**config.mk**
```make
export PLATFORM = sky130hd
export DESIGN_NAME = knn_list_ctrl_flat
export DESIGN_NICKNAME = d
export VERILOG_FILES = /design/src/rtl/knn_list_ctrl_if.sv /design/src/rtl/knn_list_ctrl.sv /design/src/flat_wrapper.sv
export SDC_FILE = /design/constraint.sdc
export NUM_CORES = 1
export LEC_CHECK = 0
export CAP_MARGIN = 20
export CORE_UTILIZATION = 33
export CTS_CLUSTER_SIZE = 24
export DETAILED_ROUTE_END_ITERATION = 12
export GPL_TIMING_DRIVEN = 0
export PLACE_DENSITY = 0.67
export SLEW_MARGIN = 10
export SYNTH_ARGS = -nofsm -noshare
export SYNTH_HDL_FRONTEND = slang
export SYNTH_SLANG_ARGS = --single-unit
```
**constraint.sdc**
```tcl
create_clock -name clk -period 2.5 [get_ports clk]
set_input_delay 0.5 -clock clk [delete_from_list [all_inputs] [get_ports clk]]
set_output_delay 0.5 -clock clk [all_outputs]
set_load 0.02 [all_outputs]
```
**src/rtl/knn_list_ctrl_if.sv**
```systemverilog
// knn_list_ctrl_if: bundle of control, candidate, list and neighbour signals
//   slave  : controller side (knn_list_ctrl)
//   master : environment side (distance unit, list chain, vote logic)
interface knn_list_ctrl_if #(
   parameter int DATA_W  = 32,
   parameter int LABEL_W = 8,
   parameter int K       = 10,
   parameter int N_W     = 16,
   parameter int SEL_W   = $clog2(K)
);
   logic               start;
   logic [N_W-1:0]     n_points;
   logic               busy;
   logic               done;
   logic               cand_valid;
   logic               cand_ready;
   logic [DATA_W-1:0]  cand_dist;
   logic [LABEL_W-1:0] cand_label;
   logic               list_clear;
   logic               list_start;
   logic               list_valid;
   logic [DATA_W-1:0]  list_dist;
   logic [LABEL_W-1:0] list_label;
   logic [SEL_W-1:0]   list_sel;
   logic [DATA_W-1:0]  list_rd_dist;
   logic [LABEL_W-1:0] list_rd_label;
   logic               nb_valid;
   logic               nb_ready;
   logic [DATA_W-1:0]  nb_dist;
   logic [LABEL_W-1:0] nb_label;
   logic [SEL_W-1:0]   nb_idx;
   modport slave (
      input  start, n_points, cand_valid, cand_dist, cand_label,
             list_rd_dist, list_rd_label, nb_ready,
      output busy, done, cand_ready, list_clear, list_start, list_valid,
             list_dist, list_label, list_sel, nb_valid, nb_dist, nb_label, nb_idx
   );
   modport master (
      output start, n_points, cand_valid, cand_dist, cand_label,
             list_rd_dist, list_rd_label, nb_ready,
      input  busy, done, cand_ready, list_clear, list_start, list_valid,
             list_dist, list_label, list_sel, nb_valid, nb_dist, nb_label, nb_idx
   );
endinterface

```
**src/rtl/knn_list_ctrl.sv**
```systemverilog
// knn_list_ctrl: sequences clear, candidate insertion and sorted readout of the K-entry neighbour list
//   clk, rst_n : clock, asynchronous active-low reset
//   bus        : start/n_points/busy/done control, candidate stream in,
//                list drive and readout select, neighbour stream out
module knn_list_ctrl #(
   parameter int DATA_W  = 32,
   parameter int LABEL_W = 8,
   parameter int K       = 10,
   parameter int N_W     = 16,
   parameter int SEL_W   = $clog2(K)
) (
   input logic          clk,
   input logic          rst_n,
   knn_list_ctrl_if.slave bus
);
   typedef enum logic [2:0] {IDLE, CLEAR, INSERT, SETTLE, READ, DONE} state_t;
   state_t             state_q, state_d;
   logic [N_W-1:0]     cnt_max_q, cnt_q;
   logic [SEL_W-1:0]   idx_q;
   logic               busy_q, done_q, cand_ready_q, list_clear_q, list_start_q, list_valid_q, nb_valid_q;
   logic [DATA_W-1:0]  list_dist_q;
   logic [LABEL_W-1:0] list_label_q;
   logic               cand_hs, nb_hs, last_cand, last_nb;
   assign cand_hs   = cand_ready_q & bus.cand_valid;
   assign nb_hs     = nb_valid_q & bus.nb_ready;
   assign last_cand = (cnt_q + N_W'(1)) == cnt_max_q;
   assign last_nb   = idx_q == SEL_W'(K - 1);
   always_comb begin
      state_d = state_q;
      case (state_q)
         IDLE:    state_d = bus.start ? CLEAR : IDLE;
         CLEAR:   state_d = (cnt_max_q != '0) ? INSERT : SETTLE;
         INSERT:  state_d = (cand_hs && last_cand) ? SETTLE : INSERT;
         SETTLE:  state_d = READ;
         READ:    state_d = (nb_hs && last_nb) ? DONE : READ;
         default: state_d = IDLE;
      endcase
   end
   // Status/strobe outputs are registered decodes of the next state so they
   // line up exactly with the state they describe.
   always_ff @(posedge clk or negedge rst_n) begin
      if (!rst_n) begin
         state_q      <= IDLE;
         cnt_max_q    <= '0;
         cnt_q        <= '0;
         idx_q        <= '0;
         busy_q       <= 1'b0;
         done_q       <= 1'b0;
         cand_ready_q <= 1'b0;
         list_clear_q <= 1'b0;
         list_start_q <= 1'b0;
         list_valid_q <= 1'b0;
         nb_valid_q   <= 1'b0;
         list_dist_q  <= '0;
         list_label_q <= '0;
      end else begin
         state_q      <= state_d;
         busy_q       <= state_d != IDLE;
         done_q       <= state_d == DONE;
         cand_ready_q <= state_d == INSERT;
         list_clear_q <= state_d == CLEAR;
         list_start_q <= (state_d == INSERT) || (state_d == SETTLE);
         nb_valid_q   <= state_d == READ;
         list_valid_q <= cand_hs;
         if (state_q == IDLE && bus.start) cnt_max_q <= bus.n_points;
         if (state_q == CLEAR) cnt_q <= '0;
         else if (cand_hs) cnt_q <= cnt_q + N_W'(1);
         if (cand_hs) begin
            list_dist_q  <= bus.cand_dist;
            list_label_q <= bus.cand_label;
         end
         // idx is zero on entry to SETTLE, so it doubles as list_sel there
         if (nb_hs) idx_q <= last_nb ? '0 : idx_q + SEL_W'(1);
      end
   end
   assign bus.busy       = busy_q;
   assign bus.done       = done_q;
   assign bus.cand_ready = cand_ready_q;
   assign bus.list_clear = list_clear_q;
   assign bus.list_start = list_start_q;
   assign bus.list_valid = list_valid_q;
   assign bus.list_dist  = list_dist_q;
   assign bus.list_label = list_label_q;
   assign bus.list_sel   = idx_q;
   assign bus.nb_valid   = nb_valid_q;
   assign bus.nb_idx     = idx_q;
   assign bus.nb_dist    = nb_valid_q ? bus.list_rd_dist : '0;
   assign bus.nb_label   = nb_valid_q ? bus.list_rd_label : '0;
endmodule

```
**src/flat_wrapper.sv**
```systemverilog
// flat-port wrapper written by rule: the top's interface ports become plain ports
module knn_list_ctrl_flat 
#(
   parameter int DATA_W  = 32,
   parameter int LABEL_W = 8,
   parameter int K       = 10,
   parameter int N_W     = 16,
   parameter int SEL_W   = $clog2(K)
)
  (clk, rst_n, bus_start, bus_n_points, bus_cand_valid, bus_cand_dist, bus_cand_label, bus_list_rd_dist, bus_list_rd_label, bus_nb_ready, bus_busy, bus_done, bus_cand_ready, bus_list_clear, bus_list_start, bus_list_valid, bus_list_dist, bus_list_label, bus_list_sel, bus_nb_valid, bus_nb_dist, bus_nb_label, bus_nb_idx);
  knn_list_ctrl_if #(.DATA_W(DATA_W), .LABEL_W(LABEL_W), .K(K), .N_W(N_W), .SEL_W(SEL_W)) bus_i ();
  input logic clk;
  input logic rst_n;
  input wire logic [$bits(bus_i.start)-1:0] bus_start;
  input wire logic [$bits(bus_i.n_points)-1:0] bus_n_points;
  input wire logic [$bits(bus_i.cand_valid)-1:0] bus_cand_valid;
  input wire logic [$bits(bus_i.cand_dist)-1:0] bus_cand_dist;
  input wire logic [$bits(bus_i.cand_label)-1:0] bus_cand_label;
  input wire logic [$bits(bus_i.list_rd_dist)-1:0] bus_list_rd_dist;
  input wire logic [$bits(bus_i.list_rd_label)-1:0] bus_list_rd_label;
  input wire logic [$bits(bus_i.nb_ready)-1:0] bus_nb_ready;
  output wire logic [$bits(bus_i.busy)-1:0] bus_busy;
  output wire logic [$bits(bus_i.done)-1:0] bus_done;
  output wire logic [$bits(bus_i.cand_ready)-1:0] bus_cand_ready;
  output wire logic [$bits(bus_i.list_clear)-1:0] bus_list_clear;
  output wire logic [$bits(bus_i.list_start)-1:0] bus_list_start;
  output wire logic [$bits(bus_i.list_valid)-1:0] bus_list_valid;
  output wire logic [$bits(bus_i.list_dist)-1:0] bus_list_dist;
  output wire logic [$bits(bus_i.list_label)-1:0] bus_list_label;
  output wire logic [$bits(bus_i.list_sel)-1:0] bus_list_sel;
  output wire logic [$bits(bus_i.nb_valid)-1:0] bus_nb_valid;
  output wire logic [$bits(bus_i.nb_dist)-1:0] bus_nb_dist;
  output wire logic [$bits(bus_i.nb_label)-1:0] bus_nb_label;
  output wire logic [$bits(bus_i.nb_idx)-1:0] bus_nb_idx;
  assign bus_i.start = bus_start;
  assign bus_i.n_points = bus_n_points;
  assign bus_i.cand_valid = bus_cand_valid;
  assign bus_i.cand_dist = bus_cand_dist;
  assign bus_i.cand_label = bus_cand_label;
  assign bus_i.list_rd_dist = bus_list_rd_dist;
  assign bus_i.list_rd_label = bus_list_rd_label;
  assign bus_i.nb_ready = bus_nb_ready;
  assign bus_busy = bus_i.busy;
  assign bus_done = bus_i.done;
  assign bus_cand_ready = bus_i.cand_ready;
  assign bus_list_clear = bus_i.list_clear;
  assign bus_list_start = bus_i.list_start;
  assign bus_list_valid = bus_i.list_valid;
  assign bus_list_dist = bus_i.list_dist;
  assign bus_list_label = bus_i.list_label;
  assign bus_list_sel = bus_i.list_sel;
  assign bus_nb_valid = bus_i.nb_valid;
  assign bus_nb_dist = bus_i.nb_dist;
  assign bus_nb_label = bus_i.nb_label;
  assign bus_nb_idx = bus_i.nb_idx;
  knn_list_ctrl #(.DATA_W(DATA_W), .LABEL_W(LABEL_W), .K(K), .N_W(N_W), .SEL_W(SEL_W)) u_core (.clk(clk), .rst_n(rst_n), .bus(bus_i));
endmodule
```
==> results list <==
- The die is 115.9 um wide.
* Maximum clock rate: 0.4118 GHz
- Most used cells in the layout excluding fill and tap cells: 194 x clkdlybuf4s50_1, 139 x nand2_1, 86 x dfrtp_1
* Power density relative to cell area: 1071 nW/um2
* Max VDD drop: 0.5828 mV
- The synthesized netlist contains 49 unique library cells.
- The count of pins over their slew limit is 0.
- Category of the most critical setup path: register to output pin
* Nets@finish: 769
* Share of post-route cells with drive strength above 1: 0.07887
- Buffer cell driving the clock tree root: clkbuf_16
* Instance count of the mapped netlist: 460
- The number of hold violations in the final report was 0.
- 1st-iter DRT viols: 167
- Clock skew on the completed layout was measured at 9.159 ps.
- Synthesis inferred 86 register bits.
- Vias in the first global route: 3,764
- # Max-Cap Violations: 0
- Weighted congestion reported at the end of routability-driven placement: 0.8622
- Post-CTS setup buffer count: 0
- Summing every instance area after synthesis gives 4284 um2.
* Synthesized net count: 562
* Time the worst path needs with I/O delays and setup: 2428 ps
* RSZ-0062 raised after global routing: true
- Counting flops with a built-in enable in the synthesized netlist gives 0.
- Using the TritonRoute via totals, the vias-per-cell ratio works out to 4.582.
* Antenna violations before repair: 0
- H-tree levels: 3
- Clock-pin slew on the worst setup and hold paths: 70 ps
- Clock Path Buffers: 2
* Total core area: 12,620 um2
* Buffers added on ports: 195
- Total number of vias: 3,867
- Total power of the final layout: 7.228 mW
* Tightest Hold Check Type: input pin to async pin
- Crit path arrival time: 1930 ps
- After detailed routing, the number of remaining DRC violations is 0.
* Seq/Total Area, Yosys: 0.5023
- Number of detailed-routing iterations run before antenna repair: 4
- For this run, the leading register cell type out of synthesis is dfrtp_1.
- STA classifies the critical path startpoint as a register.
* Setup-violating endpoint count in the final report: 0
- Dividing the detail-routed wire length by the instance count gives 14.11 um.
- Final hold analysis gives a worst-case slack of 112.9 ps.
- I/O pin count: 196
- STA classifies the critical path endpoint as an output pin.
- The library cell used most frequently in the layout, excluding fill and tap cells, is clkdlybuf4s50_1.
- CTS Sinks: 86
- Overall fraction of global-route tracks in use: 0.1800
- Antenna-violating nets left: 0
- The routed design has 11.91 mm of wire.
* Layout overhead on the synthesized area: 57.51%
- Post-CTS Resized: 0
- Die boundary height: 115.9 um
* Antenna cells: 0
- CTS Buf Count: 9
* Async SR Flop Fraction: 1.000
* CTS Hold Bufs: 0
* Total congestion overflow after global routing: 0
- The Yosys step of the flow raised 0 warnings.
- Floorplan row count: 41
* Highest fanout seen on the critical path: 10
- Worst relative slew slack: 0.5878
- HPWL reported at the end of detailed placement: 9.022 mm
- Dividing the synthesized area by the synthesized cell count gives 9.313 um2.
* Worst setup slack after layout: 71.79 ps
- Outcome: completed
- TritonCTS clock tree: done
* Post-route design area: 6748 um2
- Entering global routing, the biggest net connects 53 pins.
* Post-Place Cell Area: 6476 um2
- Area of the die: 13,440 um2
* Leakage Power: 2.946 nW
* Worst slack after detailed placement: 26.13 ps
- Clock Latency Late Sink: 340 ps
* Measured slew at the worst slew-check pin: 615.6 ps
* First-pass GRT wire length: 18.89 mm
- At the worst endpoint, the required time is 2000 ps.
- Starting utilization of the core area: 0.3395
- Period utilization: 0.9713
## sequential cells by signal, summed over array words and instances (netlist names)
register,cells
u_core.bus.cand_ready,1
u_core.bus.list_dist,32
u_core.bus.list_sel,4
u_core.bus.list_valid,1
u_core.cnt_q,16
u_core.bus.busy,1
u_core.bus.list_start,1
u_core.bus.nb_valid,1
u_core.bus.list_clear,1
u_core.bus.list_label,8
u_core.cnt_max_q,16
u_core.bus.done,1
u_core.state_q,3
## routing by layer
| layer | routed length (um) | track usage |
|---|---|---|
| met4 | 163 | 0.05726 |
| met3 | 771 | 0.04759 |
| met5 | 0 | 0 |
| met2 | 5715 | 0.2885 |
| met1 | 5260 | 0.2375 |
## where the power goes
part	switching [mW]	internal, mW
registers	0.452	1.94
logic	1.82	1.78
clock network	0.536	0.700
total	2.81	4.42
## stage by stage
stage               cells  utilization  TNS [ps]
floorplan             460            -         0
global placement      827       0.5112   -189920
detailed placement    828       0.5132         0
CTS                   844       0.5346         0
global route          844       0.5347    -13.46
finish                844       0.5347         0
## kinds of logic after synthesis
family	Yosys count	synth area share
simple gates	260	0.3037
flops	86	0.5023
buf+inv	33	0.03446
compound gates	31	0.04644
xor+xnor	31	0.06338
mux	18	0.04673
fa+ha+maj	1	0.002920
## final cells by class
| type | count | area (um2) |
|---|---|---|
| Inverter | 3 | 11.26 |
| Clock buffer | 13 | 250.2 |
| Clock inverter | 3 | 20.02 |
| Tap cell | 172 | 215.2 |
| Timing Repair Buffer | 196 | 1977 |
| Multi-Input combinational cell | 341 | 1984 |
| Fill cell | 1202 | 5872 |
| Buffer | 30 | 137.6 |
| Sequential cell | 86 | 2152 |
## synthesized netlist by cell type (2+ instances only)
| cell type | count | share of area |
|---|---|---|
| a21oi_1 | 10 | 0.012 |
| a31oi_1 | 2 | 0.0029 |
| and2_1 | 41 | 0.060 |
| and4_1 | 2 | 0.0041 |
| buf_1 | 2 | 0.0018 |
| buf_2 | 6 | 0.0070 |
| buf_4 | 4 | 0.0070 |
| clkbuf_1 | 17 | 0.015 |
| dfrtp_1 | 86 | 0.50 |
| inv_1 | 3 | 0.0026 |
| mux2_2 | 16 | 0.042 |
| mux2i_1 | 2 | 0.0047 |
| nand2_1 | 139 | 0.12 |
| nand2b_1 | 3 | 0.0044 |
| nand3_1 | 8 | 0.0093 |
| nand3b_1 | 3 | 0.0053 |
| nand4_1 | 8 | 0.012 |
| nand4_4 | 2 | 0.0099 |
| nor2_1 | 18 | 0.016 |
| nor2b_1 | 5 | 0.0073 |
| nor3_1 | 5 | 0.0058 |
| nor3b_1 | 3 | 0.0053 |
| nor4_1 | 9 | 0.013 |
| o21ai_0 | 8 | 0.0093 |
| or3_1 | 5 | 0.0073 |
| xnor2_1 | 17 | 0.035 |
| xor2_1 | 14 | 0.029 |
## final timing paths
check                                    startpoint                       end  slack (ps)  depth (start not counted)
min in group clk           u_core.bus.list_dist[30]  u_core.bus.list_dist[30]         470                          2
setup / recovery                u_core.bus.nb_valid           bus_nb_dist[23]          70                          3
hold reg to reg            u_core.bus.list_dist[30]  u_core.bus.list_dist[30]         470                          2
setup reg to reg                    u_core.cnt_q[0]     u_core.bus.cand_ready         260                          7
max in group asynchronous                     rst_n           u_core.cnt_q[2]        1770                          2
hold / removal                                rst_n           u_core.cnt_q[5]         110                          1
## worst max-delay path, cell delays in order (launching register included)
cell	delay [ps]
dfrtp_1	500
buf_1	290
and2_1	180
clkdlybuf4s50_1	630
No activity file was read; power rests on OpenSTA's default activity.
